**src/rtl/shared_bus_ctrl.sv**
```systemverilog
// Shared bus controller: moves beats from the arbiter-granted source into a
// one-entry registered output stage, with per-source beat stats and error flags.
module shared_bus_ctrl #(
    parameter int DW      = 8,
    parameter int CNT_W   = 16,
    parameter int TIMEOUT = 64
) (
    input  logic               clk,
    input  logic               reset,
    input  logic [2:0]         granted_req,
    input  logic [2:0]         src_valid,
    input  logic [3*DW-1:0]    src_data,
    output logic [2:0]         src_ready,
    output logic               bus_valid,
    output logic [DW-1:0]      bus_data,
    output logic [1:0]         bus_id,
    input  logic               bus_ready,
    input  logic               stats_clr,
    output logic [3*CNT_W-1:0] xfer_cnt,
    output logic               grant_err,
    output logic               stall_err
);

    localparam int SW = $clog2(TIMEOUT + 1);
    localparam logic [SW-1:0]    STALL_MAX = SW'(TIMEOUT);
    localparam logic [CNT_W-1:0] CNT_MAX   = '1;

    typedef enum logic {EMPTY, FULL} state_t;

    state_t            state, stateNext;
    logic              grantOk, space, accept, stalled;
    logic [1:0]        acceptId;
    logic [DW-1:0]     acceptData;
    logic [CNT_W-1:0]  cnt [3];
    logic [SW-1:0]     stallCnt, stallNext;

    // Readiness depends only on grant, output occupancy and reset, never on src_valid.
    always_comb begin
        grantOk   = (granted_req == 3'b001) || (granted_req == 3'b010) || (granted_req == 3'b100);
        space     = (state == EMPTY) || bus_ready;
        src_ready = (reset && grantOk && space) ? granted_req : 3'b000;
        accept    = |(src_valid & src_ready);
    end

    always_comb begin
        acceptId   = 2'd0;
        acceptData = src_data[0 +: DW];
        case (granted_req)
            3'b010: begin
                acceptId   = 2'd1;
                acceptData = src_data[DW +: DW];
            end
            3'b100: begin
                acceptId   = 2'd2;
                acceptData = src_data[2*DW +: DW];
            end
            default: ;
        endcase
    end

    always_ff @(posedge clk or negedge reset) begin
        if (!reset) state <= EMPTY;
        else        state <= stateNext;
    end

    always_comb begin
        stateNext = state;
        case (state)
            EMPTY:   if (accept) stateNext = FULL;
            FULL:    if (bus_ready && !accept) stateNext = EMPTY;
            default: stateNext = EMPTY;
        endcase
    end

    always_comb begin
        bus_valid = (state == FULL);
        stalled   = bus_valid && !bus_ready;
    end

    // Loading only on accept keeps data and id frozen while the downstream stalls.
    always_ff @(posedge clk or negedge reset) begin
        if (!reset) begin
            bus_data <= '0;
            bus_id   <= 2'd0;
        end else if (accept) begin
            bus_data <= acceptData;
            bus_id   <= acceptId;
        end
    end

    always_ff @(posedge clk or negedge reset) begin
        if (!reset) begin
            for (int i = 0; i < 3; i++) cnt[i] <= '0;
        end else begin
            for (int i = 0; i < 3; i++) begin
                if (stats_clr)
                    cnt[i] <= '0;
                else if (accept && acceptId == 2'(i) && cnt[i] != CNT_MAX)
                    cnt[i] <= cnt[i] + 1'b1;
            end
        end
    end

    always_comb begin
        xfer_cnt = '0;
        for (int i = 0; i < 3; i++) xfer_cnt[i*CNT_W +: CNT_W] = cnt[i];
    end

    always_comb begin
        if (!stalled)                   stallNext = '0;
        else if (stallCnt == STALL_MAX) stallNext = STALL_MAX;
        else                            stallNext = stallCnt + 1'b1;
    end

    // Error flags are sticky until reset; stall_err rises on the edge the count hits TIMEOUT.
    always_ff @(posedge clk or negedge reset) begin
        if (!reset) begin
            stallCnt  <= '0;
            stall_err <= 1'b0;
            grant_err <= 1'b0;
        end else begin
            stallCnt <= stallNext;
            if (stallNext == STALL_MAX)              stall_err <= 1'b1;
            if (!grantOk && granted_req != 3'b000)   grant_err <= 1'b1;
        end
    end

endmodule
```
**config.mk**
```make
export PLATFORM = sky130hd
export DESIGN_NAME = shared_bus_ctrl
export DESIGN_NICKNAME = d
export VERILOG_FILES = /design/src/rtl/shared_bus_ctrl.sv
export SDC_FILE = /design/constraint.sdc
export NUM_CORES = 1
export LEC_CHECK = 0
export BUFFER_PORTS_ARGS = -buffer_cell sky130_fd_sc_hd__buf_2
export CORE_AREA = 2 2 107 109
export CTS_CLUSTER_SIZE = 25
export DETAILED_ROUTE_END_ITERATION = 12
export DIE_AREA = 0 0 109 111
export HOLD_SLACK_MARGIN = 0.06
export PLACE_DENSITY_LB_ADDON = 0.2
export SETUP_SLACK_MARGIN = 0.05
export SYNTH_ARGS = -nofsm -noshare
export SYNTH_HDL_FRONTEND = slang
export SYNTH_SLANG_ARGS = --single-unit
```
**constraint.sdc**
```tcl
create_clock -name clk -period 4.4 [get_ports clk]
set_clock_uncertainty 0.2 [all_clocks]
set_input_delay 0 -clock clk [delete_from_list [all_inputs] [get_ports clk]]
set_output_delay 0 -clock clk [all_outputs]
set_load 0.01 [all_outputs]
```
==> flow_summary_export.csv, run 1 <==
group,metric,value,unit
status,status,"finished clean",
routing,ant_nets,0,
power_and_ir_drop,ir_drop,0.000170,V
clock_network,cts_buffers,9,
timing,setup_violations,0,
routing,vias,3433,
critical_path,end_kind,"flop",
final_layout,final_common_cell,"buf_2",
clock_network,cts_sinks,68,
die,dieArea,12100,µm²
min_path,min_from,"stats_clr",
logic_synthesis,synth_ff_type,"dfrtp_1",
timing,finalMaxSlewViolations,0,
routing,routedWlPerCell,14.9,µm
critical_path,timing.rr.end,"xfer_cnt[3]",
timing,slew_headroom,39.5,%
min_path,holdPathEnd,"xfer_cnt[27]",
routing,avgViaCountPerCell,5.15,
global_route,grt_pass1_vias,3359,
routing,drt-total-wl,9920,µm
timing,tightest_slew,0.907,ns
place,hpwlAfterDp,6910,µm
routing,first_pass_iters,4,
die,io_pins,98,
place,place_ws,1.99,ns
timing,worst_slack,1.63,ns
timing,rsz0062_at_grt,"false",
routing,drt_iter0_drc,195,
timing,min_period,2.77,ns
die,die_h,111,µm
place,dp_cells,625,
die,rows,39,
timing,period_share,63.0,%
logic_synthesis,ys.warnings.count,0,
logic_synthesis,syn-num-nets,437,
clock_network,clock_path_buffers,2,
critical_path,r2r-start,"bus_valid",
timing,whs,0.100,ns
timing,final-hold-violation-count,0,
final_layout,area_delta_synth_final,32.0,%
logic_synthesis,yosysTopAreaCell,"dfrtp_1",
clock_network,clkTransAtPathRegs,0.06,ns
logic_synthesis,synth_area,3750,µm²
timing,setup-tns-final,0,ns
min_path,hp-class,"in -> reg",
final_layout,fin_util,44.8,%
die,core_area,11100,µm²
critical_path,ff2ff_setup_slack,2.00,ns
die,initial_core_util,33.9,%
die,die_w,109,µm
global_route,grt_antenna_before_repair,0,
final_layout,postLayoutCellArea,4960,µm²
critical_path,arrival,2.79,ns
final_layout,fillers,1090,
critical_path,cp_max_fo,9,
power_and_ir_drop,power,1.63,mW
logic_synthesis,syn_inst,398,
final_layout,nets,557,
logic_synthesis,yosys.cell_types.count,52,
logic_synthesis,avgSynthCellArea,9.43,µm²
place,gp_congestion,0.790,
global_route,track_usage,17.1,%
clock_network,clockRootBuffer,"clkbuf_16",
final_layout,layout-drive-gt1-share,25.6,%
critical_path,r2r_cells,5,
power_and_ir_drop,powerDensity,329,nW/µm²
logic_synthesis,ys_ff_latch,68,
clock_network,cts-htree-levels,3,
final_layout,diodes,0,
logic_synthesis,ys_seq_area_share,45.3,%
place,io_buffers,97,
place,dpl_cell_area,4360,µm²
global_route,grt_max_degree,50,
global_route,grt-ovfl-total,0,
critical_path,worstSetupStartpointType,"input port",
final_layout,fin_cells,666,
critical_path,cp_data_required_time,4.42,ns
global_route,grt_pass1_wl,16500,µm
power_and_ir_drop,p_leak,2.20,nW
routing,post-route-drc-count,0,
logic_synthesis,ys_async_sr_fraction,100,%
logic_synthesis,ys_top_cells_by_area,"dfrtp_1 (45%), xnor2_1 (8.6%), nor2_1 (6.2%), nand2_1 (3.5%), nand3_1 (2.9%)",
clock_network,cts_setup_buffers,0,
clock_network,tritoncts,"yes",
min_path,min_delay_path_depth,2,
job,cap_violations,0,
logic_synthesis,synth-edff-count,0,
clock_network,insertion_delay,0.33,ns
logic_synthesis,synth_top_area_share,45.3,%
timing,clock.fmax,0.361,GHz
final_layout,mostFrequentLayoutCells,"buf_2 (96), dfrtp_1 (68), nor2_1 (62), xnor2_1 (37), nand2_1 (35)",
critical_path,path_class,"in -> reg",
## metal layers
metal  global-route usage (%)  routed length, µm  share of wire (%)
met1                     24.3               4680                 47
met2                     26.5               4590                 46
met3                     2.59                467                4.7
met4                     5.90                187                1.9
met5                        0                  0                  0
## report_power, final
| group | internal (mW) | switching [mW] |
|---|---|---|
| sequential | 0.650 | 0.0161 |
| combinational | 0.0606 | 0.0800 |
| clock | 0.551 | 0.273 |
## area by class of cell
| cell class | instances | area, µm² | share of cell area, % |
|---|---|---|---|
| Clock inverter | 7 | 115 | 2.32 |
| Inverter | 11 | 41.3 | 0.833 |
| Sequential cell | 68 | 1700 | 34.3 |
| Timing Repair Buffer | 123 | 756 | 15.2 |
| Clock buffer | 9 | 225 | 4.54 |
| Tap cell | 143 | 179 | 3.61 |
| Multi-Input combinational cell | 305 | 1940 | 39.1 |
## cell families (layout without fill, tap and decap cells)
kind of cell    after synthesis  after routing  share of synthesized area [%]
fa+ha+maj                     5              5                           1.67
flops                        68             68                           45.3
buf+inv                      25            150                           3.03
compound gates               48             48                           9.06
simple gates                206            206                           30.0
xor+xnor                     40             40                           9.33
mux                           6              6                           1.63
## worst max-delay path by stage
stage                            start            to  slack, ns  cells past startpoint
after floorplan           xfer_cnt[32]  xfer_cnt[34]       2.26                      6
after global placement    xfer_cnt[32]  xfer_cnt[32]       2.06                      6
after detailed placement     bus_valid   xfer_cnt[3]       1.99                      5
after CTS                        reset   bus_data[1]       1.62                      8
after global routing             reset   xfer_cnt[3]       1.48                      8
final                            reset   bus_data[2]       1.63                      8
## cells in the mapped netlist (all sizes together), types with 3 or more instances
cell type,instances
o21ai,7
a222oi,5
and3,7
nand3,22
inv,11
nand2b,6
nor2,62
dfrtp,68
and4,6
xnor2,37
xor2,3
buf,6
nand2,35
nand4,14
nor3,18
mux2i,5
a21oi,13
nor2b,4
nor4,14
ha,5
or2,3
a211oi,6
nor4b,4
clkbuf,8
## repair_timing
| action | in CTS | in global routing |
|---|---|---|
| hold buffers | 25 | 0 |
| gates resized for setup | 0 | 0 |
| endpoints found under the hold margin | 88 | 0 |
## critical path, stage by stage
cell and delay (ns):
dlygate4sd3_1 0.53, dlygate4sd3_1 0.55, buf_4 0.18, and2b_1 0.20, and3_1 0.33, a222oi_1 0.34
dlygate4sd3_1 0.60, nand2_1 0.05
## sequential cells by signal, summed over array words and instances (netlist names)
signal,cells
stall_err,1
xfer_cnt,48
bus_id,2
stallCnt,7
grant_err,1
bus_data,8
bus_valid,1
Note: power is estimated with default switching activity, not from simulation.
==> run 2, diff against run 1 <==
--- a/config.mk
+++ b/config.mk
@@ -5,11 +5,12 @@
 export SDC_FILE = /design/constraint.sdc
 export NUM_CORES = 1
 export LEC_CHECK = 0
+export ABC_AREA = 1
 export BUFFER_PORTS_ARGS = -buffer_cell sky130_fd_sc_hd__buf_2
-export CORE_AREA = 2 2 107 109
+export CORE_AREA = 2 2 112 114
 export CTS_CLUSTER_SIZE = 25
 export DETAILED_ROUTE_END_ITERATION = 12
-export DIE_AREA = 0 0 109 111
+export DIE_AREA = 0 0 114 116
 export HOLD_SLACK_MARGIN = 0.06
 export PLACE_DENSITY_LB_ADDON = 0.2
 export SETUP_SLACK_MARGIN = 0.05
==> constraint.sdc (replaced) <==
create_clock -name clk -period 2.5 [get_ports clk]
set_clock_uncertainty 0.2 [all_clocks]
set_input_delay 0 -clock clk [delete_from_list [all_inputs] [get_ports clk]]
set_output_delay 0 -clock clk [all_outputs]
set_load 0.01 [all_outputs]
==> flow_summary_export.csv, run 2 <==
group,metric,value,unit
job,cap_violations,0,
logic_synthesis,synth_area,4110,µm²
timing,setup-tns-final,0,ns
min_path,hp-class,"in -> reg",
place,gp_congestion,0.870,
logic_synthesis,ys_ff_latch,68,
logic_synthesis,yosysMostFrequentCell,"nand2_1",
clock_network,clkTransAtPathRegs,0.05,ns
routing,vias,4142,
timing,worst_slack,0.257,ns
clock_network,cts_sinks,68,
place,place_ws,0.324,ns
clock_network,insertion_delay,0.34,ns
logic_synthesis,synth_ff_type,"dfrtp_1",
logic_synthesis,ys_async_sr_fraction,100,%
clock_network,cts-htree-levels,3,
power_and_ir_drop,p_sw,0.665,mW
logic_synthesis,avgSynthCellArea,7.14,µm²
global_route,grt_pass1_vias,3914,
critical_path,arrival,2.30,ns
timing,min_period,2.24,ns
logic_synthesis,synth.cells.most_frequent,"nand2_1 (188), nor2_1 (73), dfrtp_1 (68)",
critical_path,end_kind,"flop",
final_layout,largest_reg_flops,48,
routing,first_pass_iters,4,
logic_synthesis,syn_inst,576,
die,dieArea,13200,µm²
logic_synthesis,ys_top_cells_by_area,"dfrtp_1 (41%), nand2_1 (17%), nand3_1 (8.0%), nor2_1 (6.7%), inv_1 (4.6%)",
clock_network,tritoncts,"yes",
final_layout,layout-drive-gt1-share,19.2,%
die,core_area,11900,µm²
place,hpwlAfterDp,7890,µm
clock_network,clockRootBuffer,"clkbuf_16",
timing,setup_violations,0,
power_and_ir_drop,power.share.combinational,10.6,%
routing,drt_iter0_drc,166,
critical_path,crit_path_start,"granted_req[1]",
global_route,track_usage,17.9,%
status,status,"finished clean",
logic_synthesis,yosys.cell_types.count,29,
timing,period_share,89.7,%
global_route,grt_antenna_before_repair,0,
timing,final-hold-violation-count,0,
routing,avgViaCountPerCell,4.84,
clock_network,cts_buffers,9,
timing,clock.fmax,0.446,GHz
timing,rsz0062_at_grt,"false",
place,io_buffers,97,
clock_network,clock_path_buffers,2,
place,dp_cells,811,
routing,ant_nets,0,
power_and_ir_drop,swShare,25.3,%
final_layout,final_common_cell,"nand2_1",
final_layout,fin_cells,855,
power_and_ir_drop,p_leak,2.60,nW
global_route,grt-ovfl-total,0,
final_layout,mostFrequentLayoutCells,"nand2_1 (188), buf_2 (97), nor2_1 (72), dfrtp_1 (68), nand3_1 (66)",
logic_synthesis,ys.warnings.count,0,
critical_path,worstSetupStartpointType,"input port",
power_and_ir_drop,p_clk_share,44.8,%
final_layout,nets,742,
global_route,grt_max_degree,69,
clock_network,cts_setup_buffers,0,
critical_path,path_class,"in -> reg",
logic_synthesis,ys_seq_area_share,41.4,%
final_layout,postLayoutCellArea,5270,µm²
final_layout,diodes,0,
logic_synthesis,yosysTopAreaCell,"dfrtp_1",
logic_synthesis,synth-edff-count,0,
die,io_pins,98,
timing,tightest_slew,0.891,ns
die,rows,40,
logic_synthesis,synth_top_area_share,41.4,%
die,initial_core_util,34.5,%
die,die_h,116,µm
power_and_ir_drop,internal_power,1.96,mW
critical_path,cp_data_required_time,2.56,ns
timing,finalMaxSlewViolations,0,
logic_synthesis,syn-num-nets,615,
critical_path,cp_max_fo,9,
power_and_ir_drop,seq_power_share,44.6,%
place,dpl_cell_area,4730,µm²
power_and_ir_drop,powerDensity,498,nW/µm²
routing,routedWlPerCell,13.1,µm
die,die_w,114,µm
min_path,min_delay_path_depth,5,
critical_path,r2r-start,"bus_valid",
timing,slew_headroom,40.6,%
min_path,min_from,"granted_req[2]",
global_route,grt_pass1_wl,18800,µm
routing,drt-total-wl,11200,µm
routing,post-route-drc-count,0,
final_layout,area_delta_synth_final,28.2,%
critical_path,r2r_cells,7,
power_and_ir_drop,ir_drop,0.000226,V
[run 2: layout make-up]
| type | count | area, µm² |
|---|---|---|
| flip-flops and latches | 68 | 1700 |
| well taps | 147 | 184 |
| inverters | 54 | 203 |
| clock buffers | 14 | 254 |
| fillers | 1260 | 6640 |
| repair buffers | 128 | 788 |
| multi-input cells | 442 | 2130 |
| clock inverters | 2 | 10.0 |
[run 2: final timing paths]
kind	to	slack, ns
worst max-delay path	bus_data[2]	0.26
worst min-delay path	bus_id[1]	0.07
worst max register to register	bus_valid	0.26
worst min register to register	stall_err	0.27
max in group asynchronous	xfer_cnt[45]	1.26
min in group asynchronous	bus_data[0]	0.26
[run 2: layer usage]
| metal | share of wire [%] | vias up | track usage, % |
|---|---|---|---|
| li1 | - | 2106 | - |
| met1 | 47 | 1943 | 23.6 |
| met2 | 46 | 74 | 28.4 |
| met3 | 4.4 | 19 | 3.77 |
| met4 | 2.3 | 0 | 8.37 |
| met5 | 0 | - | 0 |
[run 2: kinds of logic after synthesis]
family	count (synthesis)	synth area share (%)
simple gates	368	39.5
flops	68	41.4
buf+inv	66	6.84
compound gates	48	6.30
xor+xnor	21	4.47
fa+ha+maj	5	1.52
[run 2: metrics by stage]
| step | hold slack, ns | power, mW | utilization (%) |
|---|---|---|---|
| final | 0.0681 | 2.63 | 44.3 |
| after floorplan | -0.496 | 1.31 | - |
| after global routing | 0.128 | 2.75 | 44.3 |
| after global placement | 0.0936 | 1.43 | 39.7 |
| after detailed placement | 0.107 | 1.43 | 39.7 |
| after CTS | 0.0700 | 2.66 | 44.2 |
[run 2: what timing repair did]
item,CTS,global route
hold buffers,28,0
endpoints found under the setup margin,0,8
endpoints found under the hold margin,118,0
gates resized for setup,0,1
[run 2: worst max-delay path, stage by stage]
cell	delay (ns)
dlygate4sd3_1	0.53
buf_2	0.12
inv_1	0.06
nand3_1	0.10
clkinv_1	0.25
nor2_2	0.40
nand2_1	0.09
nand3_1	0.07
dlygate4sd3_1	0.55
nand2_1	0.06
o21ai_0	0.07
[run 2: power groups by stage]
stage / registers (mW) / logic, mW / clock network (mW)
2_1_floorplan: 1.21 / 0.0983 / 0
3_3_place_gp: 1.19 / 0.239 / 0
3_5_place_dp: 1.19 / 0.243 / 0
4_1_cts: 1.17 / 0.283 / 1.20
5_1_grt: 1.18 / 0.315 / 1.26
6_report: 1.17 / 0.277 / 1.18
